===== src/rtl/rgmii_rx_frame.sv =====
// -----------------------------------------------------------------------------
// rgmii_rx_frame
//
// RGMII receive-path framer. Consumes the per-cycle rising/falling-edge samples
// of RXD/RX_CTL (already in the 125 MHz receive clock domain) and produces
// received Ethernet frames as a byte stream with last/error marking. During
// inter-frame gaps it decodes the in-band link status.
//
// Optional feature macro: RGMII_RX_FCS_CHECK_EN
//   defined   -> CRC-32 over all bytes after SFD (including FCS); a residue
//                mismatch at end of frame marks the frame bad.
//   undefined -> no CRC logic; FCS never contributes to m_error.
//   FCS bytes are passed through to m_data in both builds.
//
// Parameters:
//   MAX_LEN      maximum accepted frame length after SFD, including FCS
//   MIN_LEN      minimum frame length; shorter frames are flagged as runts
//
// Ports:
//   clk          RGMII receive clock
//   rst_n        asynchronous active-low reset
//   rxd_rise     RXD sampled on rising edge (low nibble)
//   rxd_fall     RXD sampled on falling edge (high nibble)
//   ctl_rise     RX_CTL rising edge (RX_DV)
//   ctl_fall     RX_CTL falling edge (RX_DV xor RX_ER)
//   m_data       frame byte
//   m_valid      m_data valid this cycle (no backpressure)
//   m_last       final byte of frame, qualified by m_valid
//   m_error      frame bad, valid only with m_last
//   frame_ok     one-cycle pulse with a good m_last
//   frame_err    one-cycle pulse with a bad m_last
//   link_up      in-band link status
//   link_speed   in-band speed: 00=10M, 01=100M, 10=1000M
//   full_duplex  in-band duplex
// -----------------------------------------------------------------------------
module rgmii_rx_frame #(
  parameter int unsigned MAX_LEN = 1518,
  parameter int unsigned MIN_LEN = 64
) (
  input  logic       clk,
  input  logic       rst_n,
  input  logic [3:0] rxd_rise,
  input  logic [3:0] rxd_fall,
  input  logic       ctl_rise,
  input  logic       ctl_fall,
  output logic [7:0] m_data,
  output logic       m_valid,
  output logic       m_last,
  output logic       m_error,
  output logic       frame_ok,
  output logic       frame_err,
  output logic       link_up,
  output logic [1:0] link_speed,
  output logic       full_duplex
);

  typedef enum logic [1:0] {
    S_IDLE     = 2'd0,
    S_PREAMBLE = 2'd1,
    S_DATA     = 2'd2,
    S_DROP     = 2'd3
  } state_t;

  localparam logic [7:0]  PRE_BYTE  = 8'h55;
  localparam logic [7:0]  SFD_BYTE  = 8'hD5;
  localparam logic [13:0] MAX_LEN_L = 14'(MAX_LEN);
  localparam logic [13:0] MIN_LEN_L = 14'(MIN_LEN);
  localparam logic [13:0] LEN_SAT   = 14'h3FFF;

`ifdef RGMII_RX_FCS_CHECK_EN
  localparam logic [31:0] CRC_INIT    = 32'hFFFF_FFFF;
  localparam logic [31:0] CRC_POLY    = 32'hEDB8_8320;  // 0x04C11DB7 bit-reversed
  localparam logic [31:0] CRC_RESIDUE = 32'hDEBB_20E3;

  // Reflected CRC-32, one byte per call, LSB of the byte first.
  function automatic logic [31:0] crc32_byte(input logic [31:0] crc, input logic [7:0] data);
    logic [31:0] c;
    c = crc ^ {24'h00_0000, data};
    for (int i = 0; i < 8; i++) begin
      if (c[0]) begin
        c = (c >> 1) ^ CRC_POLY;
      end else begin
        c = c >> 1;
      end
    end
    return c;
  endfunction
`endif

  // Input stage
  logic [7:0]  byte_q;
  logic        dv_q;
  logic        er_q;

  // Framer state
  state_t      state_q, state_d;
  logic [7:0]  pend_q, pend_d;
  logic [13:0] len_q, len_d;
  logic        err_seen_q, err_seen_d;

  // Output registers
  logic [7:0]  m_data_q, m_data_d;
  logic        m_valid_q, m_valid_d;
  logic        m_last_q, m_last_d;
  logic        m_error_q, m_error_d;
  logic        frame_ok_q, frame_ok_d;
  logic        frame_err_q, frame_err_d;
  logic        link_up_q, link_up_d;
  logic [1:0]  link_speed_q, link_speed_d;
  logic        full_duplex_q, full_duplex_d;

  logic        fcs_bad;
  logic        end_bad;

`ifdef RGMII_RX_FCS_CHECK_EN
  logic [31:0] crc_q, crc_d;
  assign fcs_bad = (crc_q != CRC_RESIDUE);
`else
  assign fcs_bad = 1'b0;
`endif

  // Frame verdict when dv drops; an er on that terminating cycle also counts.
  assign end_bad = err_seen_q | er_q | (len_q < MIN_LEN_L) | fcs_bad;

  // Register the raw DDR samples and decode byte / dv / er.
  always_ff @(posedge clk or negedge rst_n) begin
    if (!rst_n) begin
      byte_q <= 8'h00;
      dv_q   <= 1'b0;
      er_q   <= 1'b0;
    end else begin
      byte_q <= {rxd_fall, rxd_rise};
      dv_q   <= ctl_rise;
      er_q   <= ctl_rise ^ ctl_fall;
    end
  end

  // State, hold register, counters and output registers.
  always_ff @(posedge clk or negedge rst_n) begin
    if (!rst_n) begin
      state_q       <= S_IDLE;
      pend_q        <= 8'h00;
      len_q         <= 14'd0;
      err_seen_q    <= 1'b0;
      m_data_q      <= 8'h00;
      m_valid_q     <= 1'b0;
      m_last_q      <= 1'b0;
      m_error_q     <= 1'b0;
      frame_ok_q    <= 1'b0;
      frame_err_q   <= 1'b0;
      link_up_q     <= 1'b0;
      link_speed_q  <= 2'b00;
      full_duplex_q <= 1'b0;
`ifdef RGMII_RX_FCS_CHECK_EN
      crc_q         <= CRC_INIT;
`endif
    end else begin
      state_q       <= state_d;
      pend_q        <= pend_d;
      len_q         <= len_d;
      err_seen_q    <= err_seen_d;
      m_data_q      <= m_data_d;
      m_valid_q     <= m_valid_d;
      m_last_q      <= m_last_d;
      m_error_q     <= m_error_d;
      frame_ok_q    <= frame_ok_d;
      frame_err_q   <= frame_err_d;
      link_up_q     <= link_up_d;
      link_speed_q  <= link_speed_d;
      full_duplex_q <= full_duplex_d;
`ifdef RGMII_RX_FCS_CHECK_EN
      crc_q         <= crc_d;
`endif
    end
  end

  // Next-state and output decode.
  always_comb begin
    state_d       = state_q;
    pend_d        = pend_q;
    len_d         = len_q;
    err_seen_d    = err_seen_q;
    m_data_d      = m_data_q;
    m_valid_d     = 1'b0;
    m_last_d      = 1'b0;
    m_error_d     = 1'b0;
    frame_ok_d    = 1'b0;
    frame_err_d   = 1'b0;
    link_up_d     = link_up_q;
    link_speed_d  = link_speed_q;
    full_duplex_d = full_duplex_q;
`ifdef RGMII_RX_FCS_CHECK_EN
    crc_d         = crc_q;
`endif

    case (state_q)
      S_IDLE: begin
        // Per-frame accumulators are cleared while waiting for a frame.
        len_d      = 14'd0;
        err_seen_d = 1'b0;
`ifdef RGMII_RX_FCS_CHECK_EN
        crc_d      = CRC_INIT;
`endif
        if (!dv_q) begin
          if (!er_q) begin
            // Plain inter-frame gap carries in-band status on the low nibble.
            link_up_d     = byte_q[0];
            link_speed_d  = byte_q[2:1];
            full_duplex_d = byte_q[3];
          end else begin
            link_up_d     = link_up_q;
          end
          state_d = S_IDLE;
        end else if (byte_q == PRE_BYTE) begin
          state_d = S_PREAMBLE;
        end else if (byte_q == SFD_BYTE) begin
          state_d = S_DATA;
        end else begin
          state_d = S_DROP;
        end
      end

      S_PREAMBLE: begin
        len_d      = 14'd0;
        err_seen_d = 1'b0;
`ifdef RGMII_RX_FCS_CHECK_EN
        crc_d      = CRC_INIT;
`endif
        if (!dv_q) begin
          state_d = S_IDLE;
        end else if (er_q) begin
          state_d = S_DROP;
        end else if (byte_q == PRE_BYTE) begin
          state_d = S_PREAMBLE;
        end else if (byte_q == SFD_BYTE) begin
          state_d = S_DATA;
        end else begin
          state_d = S_DROP;
        end
      end

      S_DATA: begin
        if (!dv_q) begin
          // End of carrier: flush the held byte as the last one, if any.
          state_d = S_IDLE;
          if (len_q != 14'd0) begin
            m_valid_d   = 1'b1;
            m_data_d    = pend_q;
            m_last_d    = 1'b1;
            m_error_d   = end_bad;
            frame_ok_d  = ~end_bad;
            frame_err_d = end_bad;
          end else begin
            m_valid_d   = 1'b0;
          end
        end else if (len_q == MAX_LEN_L) begin
          // One byte beyond the maximum: close the frame as oversize.
          state_d     = S_DROP;
          m_valid_d   = 1'b1;
          m_data_d    = pend_q;
          m_last_d    = 1'b1;
          m_error_d   = 1'b1;
          frame_err_d = 1'b1;
        end else begin
          // Hold each byte one cycle so the final byte can carry m_last.
          pend_d     = byte_q;
          err_seen_d = err_seen_q | er_q;
`ifdef RGMII_RX_FCS_CHECK_EN
          crc_d      = crc32_byte(crc_q, byte_q);
`endif
          if (len_q != LEN_SAT) begin
            len_d = len_q + 14'd1;
          end else begin
            len_d = len_q;
          end
          if (len_q != 14'd0) begin
            m_valid_d = 1'b1;
            m_data_d  = pend_q;
          end else begin
            m_valid_d = 1'b0;
          end
        end
      end

      S_DROP: begin
        if (!dv_q) begin
          state_d = S_IDLE;
        end else begin
          state_d = S_DROP;
        end
      end

      default: begin
        state_d = S_IDLE;
      end
    endcase
  end

  assign m_data      = m_data_q;
  assign m_valid     = m_valid_q;
  assign m_last      = m_last_q;
  assign m_error     = m_error_q;
  assign frame_ok    = frame_ok_q;
  assign frame_err   = frame_err_q;
  assign link_up     = link_up_q;
  assign link_speed  = link_speed_q;
  assign full_duplex = full_duplex_q;

endmodule


===== config.mk =====
export PLATFORM = sky130hd
export DESIGN_NAME = rgmii_rx_frame
export DESIGN_NICKNAME = d
export VERILOG_FILES = /design/src/rtl/rgmii_rx_frame.sv
export SDC_FILE = /design/constraint.sdc
export NUM_CORES = 1
export LEC_CHECK = 0
export BUFFER_PORTS_ARGS = -buffer_cell sky130_fd_sc_hd__buf_2
export CAP_MARGIN = 20
export CORE_MARGIN = 5
export CORE_UTILIZATION = 35
export CTS_CLUSTER_DIAMETER = 60
export CTS_CLUSTER_SIZE = 28
export DETAILED_ROUTE_END_ITERATION = 7
export HOLD_SLACK_MARGIN = 0.1
export PLACE_DENSITY = 0.57
export SETUP_SLACK_MARGIN = 0.1
export SLEW_MARGIN = 5
export SYNTH_ARGS = -nofsm -noshare
export SYNTH_HDL_FRONTEND = slang
export SYNTH_SLANG_ARGS = --single-unit
export TNS_END_PERCENT = 100

===== constraint.sdc =====
create_clock -name clk -period 6.5 [get_ports clk]
set_clock_uncertainty 0.2 [all_clocks]
set_input_delay 0.65 -clock clk [delete_from_list [all_inputs] [get_ports clk]]
set_output_delay 0.65 -clock clk [all_outputs]
set_load 0.01 [all_outputs]

Yosys cells after proc, flatten, opt, wreduce, memory -nomap -nowiden
Cells that the tools add are included.
- output and inout port bits: 17
- bits in registers: 51
- input port bits: 12
- logic and storage cells: 75
- reduce and logical (&&, ||, !) cells: 8
- mux-type cells: 32
- $add $sub $neg: 1
- $lt $le $gt $ge: 1
- equality and inequality tests: 11
- bitwise operators: 7
- operator list (cell ; number):
    14-bit two-way mux ; 3
    14-bit one-hot mux with 2 select lines ; 1
    8-bit two-way mux ; 3
    1-bit two-way mux ; 16
    14-bit by 1-bit adder with 14-bit output, second input constant ; 1
    14-bit by 11-bit equality test with 1-bit output, second input constant ; 1
    14-bit by 7-bit < comparator with 1-bit output, second input constant ; 1
    2-bit two-way mux ; 7
    14-bit inequality test, second input constant ; 1
    14-bit nonzero test ; 1
    3-bit AND reduction ; 3
    8-bit by 7-bit equality test with 1-bit output, second input constant ; 1
    8-bit equality test, second input constant ; 1
    2-bit one-hot mux with 4 select lines ; 1
    2-bit inequality test, second input constant ; 3
    2-bit equality test, second input constant ; 2
    1-bit NOT ; 4
    4-bit AND reduction ; 1
    3-bit inequality test, second input constant ; 1
    2-bit by 1-bit equality test with 1-bit output, second input constant ; 1
    2-bit zero test ; 1
    1-bit bitwise OR ; 2
    1-bit one-hot mux with 2 select lines ; 1
    2-bit nonzero test ; 1
    other kinds (2) ; 2

Logic depth before layout (Yosys ltp)
- depth after elaboration: 6
- depth in mapped cells: 8
- depth with buffers taken out: 7

Worst setup path after synthesis
No wires, ideal clock.
- kind: reg-to-reg
- from: register len_q[9]
- to: register pend_q[0]
- path buffers: 1
- data arrival time: 1.973 ns
- path slack: 4.202 ns
- clock period less this slack: 2.298 ns
- data required time: 6.175 ns
- library setup time: 0.125 ns
- stages on the path, launching flop included: 7
- cell sequence: dfrtp_1 > or4_4 > nor4_4 > nand2b_1 > or2_1 > buf_6 > mux2_2
- word-level cells in the longest chain between the ends: 3
- RTL lines (what ; line ; source):
    start, declared ; 98 ; logic [13:0] len_q, len_d;
    start signal, assigned ; 160 ; len_q <= len_d;
    14-bit by 11-bit equality test with 1-bit output ; 256 ; end else if (len_q == MAX_LEN_L) begin
    1-bit NOT (no line) ; n/a ;
    3-bit AND reduction (no line) ; n/a ;
    end signal, assigned ; 159 ; pend_q <= pend_d;
    end, declared ; 97 ; logic [7:0] pend_q, pend_d;
Every way passes these cells.
A chain may end at the register's enable or synchronous reset.

Worst setup path in the final report
- from: register len_q[9]
- to: register pend_q[3]
Same word-level chain as after synthesis.

==> flow_summary.ini <==
[status]
outcome = completed

[timing]
max_slew_margin = 0.444
hold_viol = 0
period_needed_ps = 2570
setup_slack_ps = 3930
fmax_mhz = 390
fin_crit_sh = 0.395
setup_viol = 0
rsz0062_at_grt = false
setup_tns_ps = 0
worst_pin_slew_ps = 834
slew_viol_final = 0

[route]
final_antenna_net_count = 0
drt-total-wl_um = 4340
vias = 1466
drt_pass1_iterations = 4
drc = 0
drt-initial-drc-count = 53
drt-wirelength-per-cell_um = 15.0
via_per_inst = 5.07

[place]
hpwl_um = 2960
dpl_cell_area_mm2 = 0.00243
portBuffers = 28
place_ws_ps = 3940
gp_congestion = 0.807

[global_routing]
grt_max_degree = 52
grt_pass1_wl_um = 7360
grt-ovfl-total = 0
grt_usage = 0.121
antenna_found_initial = 0
grt_pass1_vias = 1441

[die]
initial_core_util = 0.355
chipHeight_um = 89.5
rows = 29
die_area_mm2 = 0.00802
ios = 29
die_w_um = 89.5
coreArea_mm2 = 0.00624

[synthesis]
synth_nets = 195
async_flop_share = 1.00
synth_seq_cells = 51
ys_seq_area_frac = 0.576
ys_warn_count = 0
yosysUniqueCellTypes = 36
synth_edf_count = 0
syn_area_per_cell_um2 = 12.3
synth-main-ff-cell = dfrtp_1
synth_cells = 180
synth_area_mm2 = 0.00221

[critical_path]
cp-start-kind = register
path_max_fanout = 10
crit_arrival_ps = 2570
worstSetupEndpointType = register
required_ps = 6500
worstSetupPathType = reg2reg

[job]
maxCapViolCount = 0

[worst_hold_path]
min_path_type = in2async

[power_and_ir_drop]
p_leak_nw = 1.16
max-vdd-ir-drop_mv = 0.110
powerDensity_mw_per_mm2 = 291
p_total_mw = 0.740

[final_layout]
nNetsFinal = 226
drive_gt1_frac = 0.302
final_common_cell = dfrtp_1
postLayoutCoreUtil = 0.408
layout_common_cells = dfrtp_1, buf_2, mux2_2
final_area_mm2 = 0.00254
diodes = 0
syn_to_final_growth_pct = 14.9

[clocking]
cts_sinks = 51
clk_path_buf_depth = 2
holdBufCountCts = 0
cts_tree = done
clkSlewWorstSetupHoldPaths_ps = 100
clockRootBuffer = clkbuf_8
post_cts_resized = 0
htreeDepth = 2
clk_latency_ps = 310
postCtsSetupRepairBufs = 0
numCtsBuffers = 5
==> metrics by stage <==
stage	hold WS, ps	cells
6_report	226	289
2_1_floorplan	154	180
3_3_place_gp	281	281
5_1_grt	221	289
3_5_place_dp	291	281
4_1_cts	227	289
==> worst max-delay path: stages (launching register included) <==
cell	delay [ps]
dfrtp_1	440
or4_4	570
nor4_4	350
nand2b_1	160
or2_1	350
mux2_2	390
==> cell usage after synthesis, types with 4 or more instances <==
master,number,area [um^2]
nor4_1,5,31.3
nor3_1,4,20.0
and2_1,4,25.0
dfrtp_1,51,1280
nand2_1,17,63.8
mux2i_1,7,70.1
nand2b_1,10,62.6
nand3_1,5,25.0
or3_1,4,25.0
o21ai_0,6,30.0
mux2_2,20,225
nand4_1,8,50.1
inv_1,4,15.0
==> layer usage <==
layer,vias to the layer above,global-route usage,part of all wire
li1,708,-,-
met1,724,0.169,0.47
met2,28,0.182,0.48
met3,6,0.0276,0.040
met4,0,0.0460,0.014
met5,-,0,0
==> layout make-up <==
type | count | area, um^2
multi-input cells | 120 | 893
well taps | 77 | 96.3
inverters | 4 | 15.0
flip-flops and latches | 51 | 1280
clock inverters | 3 | 47.5
repair buffers | 29 | 148
clock buffers | 5 | 68.8
fillers | 641 | 3700
==> registers in the layout, summed over array words and instances (netlist names) <==
signal	flops
link_up	1
frame_err	1
link_speed	2
state_q	2
dv_q	1
m_last	1
pend_q	8
frame_ok	1
m_valid	1
len_q	14
err_seen_q	1
full_duplex	1
byte_q	8
m_data	8
er_q	1
==> kinds of logic after synthesis <==
| logic type | Yosys count | synth area share |
|---|---|---|
| compound gates | 12 | 0.0379 |
| xor+xnor | 3 | 0.0119 |
| flops | 51 | 0.576 |
| buf+inv | 9 | 0.0203 |
| simple gates | 75 | 0.203 |
| fa+ha+maj | 3 | 0.0170 |
| mux | 27 | 0.133 |
==> power by group <==
group	switching, mW	internal, mW
Clock	0.112	0.117
Sequential	0.0271	0.365
Combinational	0.0561	0.0631
Total	0.195	0.545
==> final timing paths <==
path | start | to | slack (ps) | cells past startpoint
worst max-delay path | len_q[9] | pend_q[3] | 3930 | 5
worst min-delay path | rst_n | len_q[7] | 230 | 2
worst max register to register | len_q[9] | pend_q[3] | 3930 | 5
worst min register to register | link_up | link_up | 310 | 1
max in group asynchronous | rst_n | m_last | 5420 | 2
min in group clk | rxd_fall[2] | byte_q[6] | 240 | 1
No activity file was read; power rests on OpenSTA's default activity.
